`config.mk`:
```
export PLATFORM = sky130hd
export DESIGN_NAME = muldiv_unit
export DESIGN_NICKNAME = d
export VERILOG_FILES = /design/src/rtl/muldiv_pkg.sv /design/src/rtl/muldiv_step.sv /design/src/rtl/muldiv_unit.sv
export SDC_FILE = /design/constraint.sdc
export NUM_CORES = 1
export LEC_CHECK = 0
export CELL_PAD_IN_SITES_DETAIL_PLACEMENT = 0
export CELL_PAD_IN_SITES_GLOBAL_PLACEMENT = 2
export CORE_MARGIN = 5
export CORE_UTILIZATION = 33
export DETAILED_ROUTE_END_ITERATION = 12
export PLACE_DENSITY_LB_ADDON = 0.15
export RECOVER_POWER = 100
export SYNTH_ARGS = -nofsm -noshare
export SYNTH_HDL_FRONTEND = slang
export SYNTH_SLANG_ARGS = --single-unit
```
`constraint.sdc`:
```
create_clock -name clk -period 3.45 [get_ports clk]
set_input_delay 0.69 -clock clk [delete_from_list [all_inputs] [get_ports clk]]
set_output_delay 0.69 -clock clk [all_outputs]
set_load 0.05 [all_outputs]
```
`src/rtl/muldiv_pkg.sv`:
```
// Shared types for the iterative RV32M multiply/divide unit.
package muldiv_pkg;

  typedef enum logic [2:0] {
    OP_MUL    = 3'd0,
    OP_MULH   = 3'd1,
    OP_MULHSU = 3'd2,
    OP_MULHU  = 3'd3,
    OP_DIV    = 3'd4,
    OP_DIVU   = 3'd5,
    OP_REM    = 3'd6,
    OP_REMU   = 3'd7
  } op_e;

  typedef enum logic [2:0] {
    S_IDLE,
    S_PREP,
    S_CALC,
    S_FIX,
    S_DONE
  } state_e;

  function automatic logic is_div(op_e op);
    return op[2];
  endfunction

endpackage

```
`src/rtl/muldiv_step.sv`:
```
// One iteration of the shared datapath: a shift-add multiply step or a
// restoring-divide step over the {hi, lo} register pair.
module muldiv_step #(
  parameter int XLEN = 32
) (
  input  logic            div,
  input  logic [XLEN-1:0] hi,
  input  logic [XLEN-1:0] lo,
  input  logic [XLEN-1:0] m,
  output logic [XLEN-1:0] hi_next,
  output logic [XLEN-1:0] lo_next
);

  logic [XLEN:0] sum;
  logic [XLEN:0] diff;

  always_comb begin
    sum  = {1'b0, hi} + (lo[0] ? {1'b0, m} : '0);
    diff = {hi, lo[XLEN-1]} - {1'b0, m};
    if (div) begin
      // Partial remainder is always below the divisor, so XLEN bits suffice
      if (!diff[XLEN]) begin
        hi_next = diff[XLEN-1:0];
        lo_next = {lo[XLEN-2:0], 1'b1};
      end else begin
        hi_next = {hi[XLEN-2:0], lo[XLEN-1]};
        lo_next = {lo[XLEN-2:0], 1'b0};
      end
    end else begin
      hi_next = sum[XLEN:1];
      lo_next = {sum[0], lo[XLEN-1:1]};
    end
  end

endmodule

```
`src/rtl/muldiv_unit.sv`:
```
// Iterative RV32M multiply/divide unit: one operand bit per cycle, registered
// result with zero/neg flags, valid/ready on both sides, flush abort.
module muldiv_unit
  import muldiv_pkg::*;
#(
  parameter int XLEN = 32
) (
  input  logic            clk,
  input  logic            reset_n,
  input  logic            flush,
  input  logic            in_valid,
  output logic            in_ready,
  input  logic [2:0]      op,
  input  logic [XLEN-1:0] rs1,
  input  logic [XLEN-1:0] rs2,
  output logic            out_valid,
  input  logic            out_ready,
  output logic [XLEN-1:0] result,
  output logic            zero,
  output logic            neg
);

  localparam int CW = $clog2(XLEN) + 1;
  localparam logic [CW-1:0] LAST = CW'(XLEN - 1);
  localparam logic [XLEN-1:0] MIN_NEG = {1'b1, {(XLEN-1){1'b0}}};

  state_e          state_reg, state_next;
  op_e             op_reg;
  logic [XLEN-1:0] a_reg, b_reg, hi_reg, lo_reg, result_reg;
  logic            s1_reg, s2_reg, zero_reg, neg_reg;
  logic [CW-1:0]   cnt_reg;

  logic            s1_w, s2_w, div0, ovf, spec_hit;
  logic [XLEN-1:0] spec_val, fix_val, step_hi, step_lo;
  logic [2*XLEN-1:0] prod, prod_s;

  assign in_ready  = (state_reg == S_IDLE) && !flush;
  assign out_valid = (state_reg == S_DONE);
  assign result    = result_reg;
  assign zero      = zero_reg;
  assign neg       = neg_reg;

  muldiv_step #(.XLEN(XLEN)) u_step (
    .div     (is_div(op_reg)),
    .hi      (hi_reg),
    .lo      (lo_reg),
    .m       (b_reg),
    .hi_next (step_hi),
    .lo_next (step_lo)
  );

  // Sign capture and divide corner cases, evaluated in PREP on raw operands
  always_comb begin
    s1_w = a_reg[XLEN-1] && (op_reg == OP_MULH || op_reg == OP_MULHSU ||
                             op_reg == OP_DIV  || op_reg == OP_REM);
    s2_w = b_reg[XLEN-1] && (op_reg == OP_MULH || op_reg == OP_DIV ||
                             op_reg == OP_REM);
    div0 = (b_reg == '0);
    ovf  = (op_reg == OP_DIV || op_reg == OP_REM) && (a_reg == MIN_NEG) && (&b_reg);
    spec_hit = is_div(op_reg) && (div0 || ovf);
    if (div0)
      spec_val = (op_reg == OP_DIV || op_reg == OP_DIVU) ? '1 : a_reg;
    else
      spec_val = (op_reg == OP_DIV) ? a_reg : '0;
  end

  always_comb begin
    prod   = {hi_reg, lo_reg};
    prod_s = (s1_reg ^ s2_reg) ? -prod : prod;
    case (op_reg)
      OP_MUL:                     fix_val = prod_s[XLEN-1:0];
      OP_MULH, OP_MULHSU, OP_MULHU: fix_val = prod_s[2*XLEN-1:XLEN];
      OP_DIV, OP_DIVU:            fix_val = (s1_reg ^ s2_reg) ? -lo_reg : lo_reg;
      default:                    fix_val = s1_reg ? -hi_reg : hi_reg;
    endcase
  end

  always_comb begin
    state_next = state_reg;
    case (state_reg)
      S_IDLE: if (in_valid && in_ready) state_next = S_PREP;
      S_PREP: state_next = spec_hit ? S_DONE : S_CALC;
      S_CALC: if (cnt_reg == LAST) state_next = S_FIX;
      S_FIX:  state_next = S_DONE;
      S_DONE: if (out_ready) state_next = S_IDLE;
      default: state_next = S_IDLE;
    endcase
    if (flush) state_next = S_IDLE;
  end

  always_ff @(posedge clk or negedge reset_n) begin
    if (!reset_n) state_reg <= S_IDLE;
    else          state_reg <= state_next;
  end

  always_ff @(posedge clk or negedge reset_n) begin
    if (!reset_n) begin
      op_reg     <= OP_MUL;
      a_reg      <= '0;
      b_reg      <= '0;
      hi_reg     <= '0;
      lo_reg     <= '0;
      s1_reg     <= 1'b0;
      s2_reg     <= 1'b0;
      cnt_reg    <= '0;
      result_reg <= '0;
      zero_reg   <= 1'b0;
      neg_reg    <= 1'b0;
    end else begin
      case (state_reg)
        S_IDLE: if (in_valid && in_ready) begin
          op_reg <= op_e'(op);
          a_reg  <= rs1;
          b_reg  <= rs2;
        end
        S_PREP: begin
          s1_reg  <= s1_w;
          s2_reg  <= s2_w;
          hi_reg  <= '0;
          lo_reg  <= s1_w ? -a_reg : a_reg;
          b_reg   <= s2_w ? -b_reg : b_reg;
          cnt_reg <= '0;
          if (spec_hit) begin
            result_reg <= spec_val;
            zero_reg   <= (spec_val == '0);
            neg_reg    <= spec_val[XLEN-1];
          end
        end
        S_CALC: begin
          hi_reg  <= step_hi;
          lo_reg  <= step_lo;
          cnt_reg <= cnt_reg + CW'(1);
        end
        S_FIX: begin
          result_reg <= fix_val;
          zero_reg   <= (fix_val == '0);
          neg_reg    <= fix_val[XLEN-1];
        end
        default: ;
      endcase
    end
  end

endmodule

```
* Word level (Yosys, flattened, before mapping)
Index checks and enable logic that the tools add are counted.
** Word-level totals
- Bits in registers :: 176
- Latch bits :: 0
- Bits in writable memories :: 0
- Bits in read-only memories :: 0
- Input bits :: 72
- Word-level logic and storage cells :: 101
- Memories kept :: 0
** Operators by class
- Add/subtract/negate cells :: 8
- $mul :: 0
- Div/mod/pow operators :: 0
- Magnitude comparators :: 0
- Eq/ne operators :: 18
- Shift-type cells :: 0
- Mux-type cells :: 31
- Bitwise gates (word level) :: 1
- Reductions and logical operators :: 31
** Operators with widths (count)
- $mux W32 :: 13
- $pmux W32 S2 :: 4
- $neg A32 Y32 :: 4
- $logic_not A32 Y1 :: 3
- $pmux W32 S3 :: 1
- $mux W64 :: 1
- $neg A64 Y64 :: 1
- $add A32 B33 Y33 :: 1
- $sub A33 B32 Y33 :: 1
- $eq A32 B32 Y1 const B :: 1
- $reduce_and A32 Y1 :: 1
- $mux W3 :: 5
- $pmux W3 S5 :: 1
- $eq A3 B2 Y1 const B :: 4
- $eq A3 B3 Y1 const B :: 4
- $pmux W6 S2 :: 1
- $logic_or A1 B1 Y1 :: 8
- $logic_and A1 B1 Y1 :: 7
- $add A6 B1 Y6 const B :: 1
- $eq A3 B1 Y1 const B :: 2
- $eq A6 B5 Y1 const B :: 1
- $logic_not A3 Y1 :: 2
- $ne A3 B2 Y1 const B :: 2
- $reduce_and A3 Y1 :: 2
- other kinds (11) :: 18

* Depth between registers and ports, before layout
Gate-level depths: netlist of run 1.
- Depth after elaboration :: 9
- Mapped depth :: 16

* By module
A second synthesis of run 1 with hierarchy kept.
** Second synthesis, totals
- Cells, all modules :: 2071
- Area, all modules :: 16310.6 µm²
** By module, submodules not included
- muldiv_unit :: instances 1, cells each 1419, area an instance 11785.1 µm²
- muldiv_step :: instances 1, cells each 652, area an instance 4525.6 µm²

* Least setup slack after synthesis of run 1
No wires, ideal clock.
- Path type :: reg-to-reg
- Start point :: register lo_reg[31]
- End point :: register hi_reg[29]
- Arrival :: 3570 ps
- Setup slack :: -243 ps
- Cell stages (with the launch flop) :: 15
- Path buffers :: 1
- Cell sequence :: dfrtp_1 > inv_1 > ha_1 > inv_1 > fa_1 > a211oi_1 > o211ai_1 > a31oi_1 > a211oi_1 > or3_1 > and3_1 > nor2_1 > clkbuf_1 > o21ai_0 > a211o_1
** On the way
- Cells in the longest elaborated chain, start to end :: 4
** RTL lines
- start, declared :: RTL line muldiv_unit.sv:29 : logic [XLEN-1:0] a_reg, b_reg, hi_reg, lo_reg, result_reg;
- start signal, assigned :: RTL line muldiv_unit.sv:120 : lo_reg <= s1_w ? -a_reg : a_reg;
- start signal, assigned :: RTL line muldiv_unit.sv:131 : lo_reg <= step_lo;
- $sub A33 B32 Y33 :: RTL line muldiv_step.sv:19 : diff = {hi, lo[XLEN-1]} - {1'b0, m};
- $mux W32 :: RTL line muldiv_step.sv:22 : if (!diff[XLEN]) begin
- $mux W32 :: RTL line muldiv_step.sv:20 : if (div) begin
- $pmux W32 S2 :: RTL line muldiv_unit.sv:110 : case (state_reg)
- end signal, assigned :: RTL line muldiv_unit.sv:130 : hi_reg <= step_hi;
- end, declared :: RTL line muldiv_unit.sv:29
No other way between the ends.
A chain may end at the register's enable or synchronous reset.

* Final worst setup path of run 1
- Start point :: register lo_reg[10]
- End point :: register zero_reg, in the netlist zero
** On the way
- Cells in the longest elaborated chain, start to end :: 5
- Elaborated cells on any way between the ends :: 7
- Classes of those cells :: 2 x add/sub; 4 x mux; 1 x reduce/logical
** RTL lines
- $neg A64 Y64 / $neg A32 Y32 (equally long branches) :: RTL line muldiv_unit.sv:69, muldiv_unit.sv:73
- $mux W64 / $mux W32 (equally long branches) :: RTL line muldiv_unit.sv:69, muldiv_unit.sv:73
- $pmux W32 S3 (*) :: RTL line muldiv_unit.sv:70 : case (op_reg)
- $logic_not A32 Y1 (*) :: RTL line muldiv_unit.sv:136 : zero_reg <= (fix_val == '0);
- $pmux W1 S2 (*) :: RTL line muldiv_unit.sv:110
- end signal, assigned :: RTL line muldiv_unit.sv:125 : zero_reg <= (spec_val == '0);
- end signal, assigned :: RTL line muldiv_unit.sv:136
- end, declared :: RTL line muldiv_unit.sv:30 : logic s1_reg, s2_reg, zero_reg, neg_reg;
Mark *: on every way between the ends. The rest lies on a longest branch, timed or not.

==> run summary, run 1 <==
Status: complete, but fails checks
Failing checks: capacitance limit, slew limit, setup timing
Largest net degree at the start of global routing: 80
Worst path most repeated cell: or4_4
Die W: 229 um
Vias: 17697
Hold Path Sink: cnt_reg[5]
CTS tree: built
Fin. max-slew vios: 149
Worst-path clk slew: 80 ps
Final Hold Fails: 0
Grt total ovfl: 0
I/O pin count: 108
DRC violations left: 0
Pleak: 8.75 nW
Critical-path cell with the highest stage delay: or4_4
Iter 0 DRT Violations: 1520
Initial core utilization: 33.3%
CTS Buf Count: 17
Setup violators final: 12
Hold/Removal Path Class: register to register
Synth Warn #: 0
Period minus WS final: 3610 ps
Hold_ws: 485 ps
Rel. slew slack: -47.1%
Synth top area cells: dfrtp_1 (28%), a21oi_1 (6.9%), ha_1 (5.5%)
Share of the synthesized area in the top cell type: 27.7%
Worst EP required: 3850 ps
Mapped Cells: 2038
EDFF count, synth: 0
Antenna violations before repair: 1
Row cnt: 80
Post-Synthesis Cell Area: 15800 um2
Final GP Congestion: 0.944
Cell with the most instances after synthesis: a21oi_1
Synth cell types: 76
Slowest Stage Delay on Critical Path: 530 ps
Max frequency: 0.277 GHz
Die H: 229 um
CTS root buf: clkbuf_16
ANT nets after route: 0
Arrival time worst endpoint: 4010 ps
Worst-Skew Late Latency: 490 ps
Layout cells sized above 1: 21.2%
HP Start: cnt_reg[5]
Cell area after layout: 20800 um2
First-pass GRT wire length: 111 mm
Wire per inst: 25.0 um
Clk buf depth: 2
Post-DP HPWL: 59.0 mm
Reg-to-Reg Start: lo_reg[10]
Syn nets: 2182
Crit Reg-Reg Endpoint: zero
PortBufs: 107
Asr flop ratio synth: 100%
Top post-synthesis cells by count: a21oi_1 (218), nor2_1 (206), dfrtp_1 (175)
Hold depth: 1
Post-layout util: 43.7%
Clock Skew: 12.5 ps
Post-synthesis sequential area ratio: 27.7%
Core Area: 47500 um2
CP top delay family: simple AND/OR/NAND/NOR gates
Main synth FF type: dfrtp_1
Pre-Repair DR Iteration Count: 7
RSZ-0062 raised after global routing: true
Pwr dens: 953 nW/um2
Crit-path max FO: 6
Fin crit share: 105%
Die area: 52400 um2
FF+latch count, synth: 175
CP Launch Type: register
Ordered list of cells on the worst path: or4_4 > or4_4 > or4_4 > or4_4 > a211o_1 > a22oi_2 > nand4_1 > or3_4 > o31ai_2
Total Routing Usage GR: 27.6%
CP endpoint kind: register
Cell taking the most area after synthesis: dfrtp_1
Final wirelength: 75.0 mm
Setup TNS: -473 ps
CP bufs+invs: 0
CTS H-Tree Depth: 4
Area Growth Syn to Fin: 31.5%
Vias in the first global route: 16820
CTS sink cnt: 175
Register-to-Register Path Depth: 9
Non-filler cells, final: 3001
Worst VDD drop: 0.313 mV
Actual slew at the worst max-slew pin: 2210 ps
Register-to-register setup slack: -160 ps
Critical path type: register to register
Final worst slack: -155 ps
Placed Cells: 2943
Avg Cell Area, Syn: 7.76 um2
Max Cap Viol: 3
Placed cell area: 19700 um2
Routed vias/inst: 5.90
# nets final: 2516
## final cells by class
type | instances | area [um2]
fill | 4869 | 26800
multi-input combinational | 1648 | 11000
sequential | 175 | 4380
timing repair buffer | 463 | 3830
tap | 615 | 769
clock buffer | 19 | 443
inverter | 67 | 254
clock inverter | 13 | 146
antenna | 1 | 2.50
## report_power, final
part	total (mW)	leakage (nW)	switching (mW)	internal (mW)
Clock	2.05	0.286	1.01	1.04
Combinational	14.2	6.33	8.39	5.78
Sequential	3.60	2.14	0.823	2.78
## per-stage QoR
step	worst slack, ps	power (mW)
6_report	-155	19.8
3_3_place_gp	-178	17.2
2_1_floorplan	-156	10.8
5_1_grt	-233	21.0
4_1_cts	-205	19.4
3_5_place_dp	-205	17.1
## worst reg2reg max path: stages (launching register included)
cell,delay (ps)
dfrtp_1,380
or4_4,530
or4_4,490
or4_4,480
or4_4,500
a211o_1,280
a22oi_2,150
nand4_1,160
or3_4,360
o31ai_2,180
## kinds of logic after synthesis
kind of cell    synth area share (%)
mux                             6.12
buf+inv                         5.19
fa+ha+maj                       5.79
simple gates                    20.4
flops                           27.7
xor+xnor                        6.43
compound gates                  28.4
## how the worst max path moves through the flow
stage	slack (ps)	from	to	cells after the start
6_report	-160	lo_reg[10]	zero	9
5_1_grt	-230	lo_reg[10]	zero	9
4_1_cts	-210	lo_reg[10]	zero	9
3_5_place_dp	-210	lo_reg[10]	zero	9
3_3_place_gp	-180	lo_reg[10]	zero	9
2_1_floorplan	-160	lo_reg[10]	zero	10
## metal layers
layer,up-vias,part of all wire [%],global-route usage (%)
met4,0,2.4,6.37
met3,93,7.2,6.31
met5,-,0,0
met2,618,42,40.2
met1,8713,48,41.5
li1,8273,-,-
## placed cells by master (no fill, tap or decap), types with 29 or more instances in the layout
cell type | netlist | routed
buf_4 | 1 | 325
dfrtp_1 | 175 | 171
ha_1 | 70 | 65
o211ai_1 | 31 | 31
nor4_1 | 36 | 32
xor2_1 | 46 | 45
nand3_1 | 45 | 41
nor2_1 | 206 | 202
dlygate4sd3_1 | 0 | 36
nand2_1 | 133 | 132
o21ai_0 | 164 | 141
mux2_2 | 37 | 36
a211oi_1 | 53 | 47
mux2i_1 | 55 | 55
a21oi_1 | 218 | 208
xnor2_1 | 70 | 69
inv_1 | 67 | 65
nor3_1 | 73 | 71
a31oi_1 | 30 | 29
clkdlybuf4s50_1 | 0 | 69
a21o_1 | 33 | 32
## what timing repair did
action,in CTS,in global routing
setup buffers,8,13
gates cloned,0,5
pin swaps,9,27
endpoints found under the setup margin,28,66
resized for setup,14,87
hold buffers,0,0
(Power assumes the default switching activity.)
==> inputs of run 2 (changes only) <==
--- a/config.mk
+++ b/config.mk
@@ -7,7 +7,6 @@
 export LEC_CHECK = 0
 export CELL_PAD_IN_SITES_DETAIL_PLACEMENT = 0
 export CELL_PAD_IN_SITES_GLOBAL_PLACEMENT = 2
-export CORE_MARGIN = 5
 export CORE_UTILIZATION = 33
 export DETAILED_ROUTE_END_ITERATION = 12
 export PLACE_DENSITY_LB_ADDON = 0.15
==> run 2 against run 1 <==
Net effect: the run ends with DRC, capacitance limit, slew limit, setup timing left; sequential share of layout area increased by 0.49 points; fmax fell by 0.98%; count of clock-buffer cells in the layout fell by 1; clock power is 4% higher; worst setup slack worse by 36 ps; register-to-register slack lost 40 ps; final area fell by 2.3%; core utilization down 0.38 points; die area decreased by 6.9%; wire length is 0.55% higher; critical path depth did not move; sequential cell count did not move; largest power group unchanged.
==> run summary, run 2 (same netlist as run 1, synthesis figures left out) <==
Initial core utilization: 33.7% (+0.49 points)
CTS tree: built
Clock Skew: 14.5 ps (+1.98 ps)
Register Area: 4380 um2 (about the same)
# nets final: 2477 (-1.6%)
Die W: 221 um (-3.5%)
Hold/Removal Path Class: register to register
Wire per inst: 25.5 um (+2.2%)
Largest net degree at the start of global routing: 91 (+14%)
CP endpoint kind: register
Critical-path cell with the highest stage delay: or4_4
RSZ-0062 raised after global routing: true
Max Cap Viol: 2 (-1)
Most frequent cells in the layout: buf_4 (292), a21oi_1 (216), nor2_1 (201), dfrtp_1 (172), o21ai_0 (162)
M1 WL: 37.3 mm (+3.1%)
Worst VDD drop: 0.383 mV (+22%)
Vias: 17792 (+0.54%)
Clk buf depth: 2 (unchanged)
Area Growth Syn to Fin: 28.5%
CP bufs+invs: 0 (unchanged)
Crit-path max FO: 6 (unchanged)
Ordered list of cells on the worst path: or4_4 > or4_4 > or4_4 > or4_4 > a211o_1 > a22oi_2 > nand4_1 > or3_1 > o31ai_2
Pwr dens: 970 nW/um2 (+1.8%)
Worst EP required: 3880 ps (+30 ps)
Final GP Congestion: 0.953 (+0.88%)
Post-DP HPWL: 58.9 mm (-0.17%)
Worst-Skew Late Latency: 510 ps (+20 ps)
Row cnt: 79 (-1.3%)
Die H: 221 um (-3.5%)
Layout cells sized above 1: 18.9% (-2.3 points)
Register-to-register setup slack: -190 ps (-40 ps)
CTS H-Tree Depth: 4 (unchanged)
Worst path most repeated cell: or4_4
CP Launch Type: register
Fin. max-slew vios: 127 (-15%)
CTS Buf Count: 17 (unchanged)
Period minus WS final: 3640 ps (+35.5 ps)
CTS root buf: clkbuf_16
Status: complete, but fails checks
Die area: 48800 um2 (-6.9%)
Routed vias/inst: 6.02 (+2.1%)
Post-Place Worst Slack: -174 ps (+31.1 ps)
I/O pin count: 108 (unchanged)
Final wirelength: 75.4 mm (+0.55%)
Pleak: 8.56 nW (-2.2%)
Pre-Repair DR Iteration Count: 10 (+3)
Antenna violations before repair: 1 (unchanged)
Final worst slack: -191 ps (-35.5 ps)
Detail Route met3 WL: 5.16 mm (-4.3%)
PortBufs: 107 (unchanged)
First-pass GRT wire length: 111 mm (+0.50%)
Fin crit share: 106% (+1.0 points)
Critical path type: register to register
CTS sink cnt: 175 (unchanged)
ANT nets after route: 0 (unchanged)
Uppermost layer routed: met5
DRC violations left: 2 (+2)
Max frequency: 0.275 GHz (-0.98%)
Grt total ovfl: 0 (unchanged)
Non-filler cells, final: 2954 (-1.6%)
Fillers: 4858 (-0.23%)
Arrival time worst endpoint: 4070 ps (+60 ps)
Hold_buf cts: 0 (unchanged)
Area occupied by multi-input gates: 10800 um2 (-1.3%)
Core Area: 46900 um2 (-1.5%)
Commonest non-fill, non-tap cell in the layout: buf_4
Final Hold Fails: 0 (unchanged)
Vias in the first global route: 16704 (-0.69%)
Iter 0 DRT Violations: 1694 (+11%)
Setup violators final: 2 (-10)
Rel. slew slack: -58.4% (-11 points)
Slowest Stage Delay on Critical Path: 540 ps (about the same)
Actual slew at the worst max-slew pin: 2380 ps (+169 ps)
Wire length on met2: 31.7 mm (+0.43%)
Worst-path clk slew: 80 ps (about the same)
Failing checks: DRC, capacitance limit, slew limit, setup timing
Placed Cells: 2910 (-1.1%)
CP top delay family: simple AND/OR/NAND/NOR gates
Total Routing Usage GR: 30.4% (+2.8 points)
-- run 2: power by group --
group / internal [mW] / leakage [nW] / total (mW) / switching [mW]
logic: 5.55 / 6.13 / 13.8 / 8.28
clock network: 1.10 / 0.294 / 2.14 / 1.04
registers: 2.77 / 2.14 / 3.73 / 0.952
-- run 2: final cells by class --
cell class | count | share of cell area (%)
Antenna cell | 1 | 0.0123
Clock buffer | 18 | 2.11
Clock inverter | 14 | 0.838
Inverter | 67 | 1.24
Multi-Input combinational cell | 1648 | 53.2
Sequential cell | 175 | 21.6
Tap cell | 607 | 3.74
Timing Repair Buffer | 424 | 17.2
-- run 2: what timing repair did --
action	CTS	global route
resized for setup	14	32
cloned	0	1
endpoints found under the setup margin	28	65
buffers inserted	2	8
pin swaps	5	12
endpoints found under the hold margin	0	0
-- run 2: worst paths after layout --
check / from / to / cells past startpoint
worst min register to register: cnt_reg[5] / cnt_reg[5] / 1
worst max register to register: lo_reg[10] / zero / 9
min in group asynchronous: reset_n / result[7] / 1
worst max-delay path: lo_reg[10] / zero / 9
worst min-delay path: cnt_reg[5] / cnt_reg[5] / 1
max in group asynchronous: reset_n / hi_reg[0] / 2
-- run 2: routing by layer --
layer  global-route usage [%]  vias up
met5                        0        -
li1                         -     8200
met3                     5.07       81
met4                     6.52        2
met1                     46.7     8863
met2                     44.0      646
-- run 2: metrics by stage --
| step | util (%) | hold WS, ps | power (mW) | TNS (ps) | area (um2) |
|---|---|---|---|---|---|
| 4_1_cts | 43.1 | 257 | 19.4 | -179 | 20200 |
| 5_1_grt | 43.3 | 539 | 20.7 | -10420 | 20300 |
| 3_3_place_gp | 41.7 | 477 | 17.2 | -384 | 19500 |
| 3_5_place_dp | 41.7 | 479 | 17.1 | -815 | 19500 |
| 6_report | 43.3 | 498 | 19.7 | -197 | 20300 |
| 2_1_floorplan | - | 394 | 10.8 | -156 | 15800 |
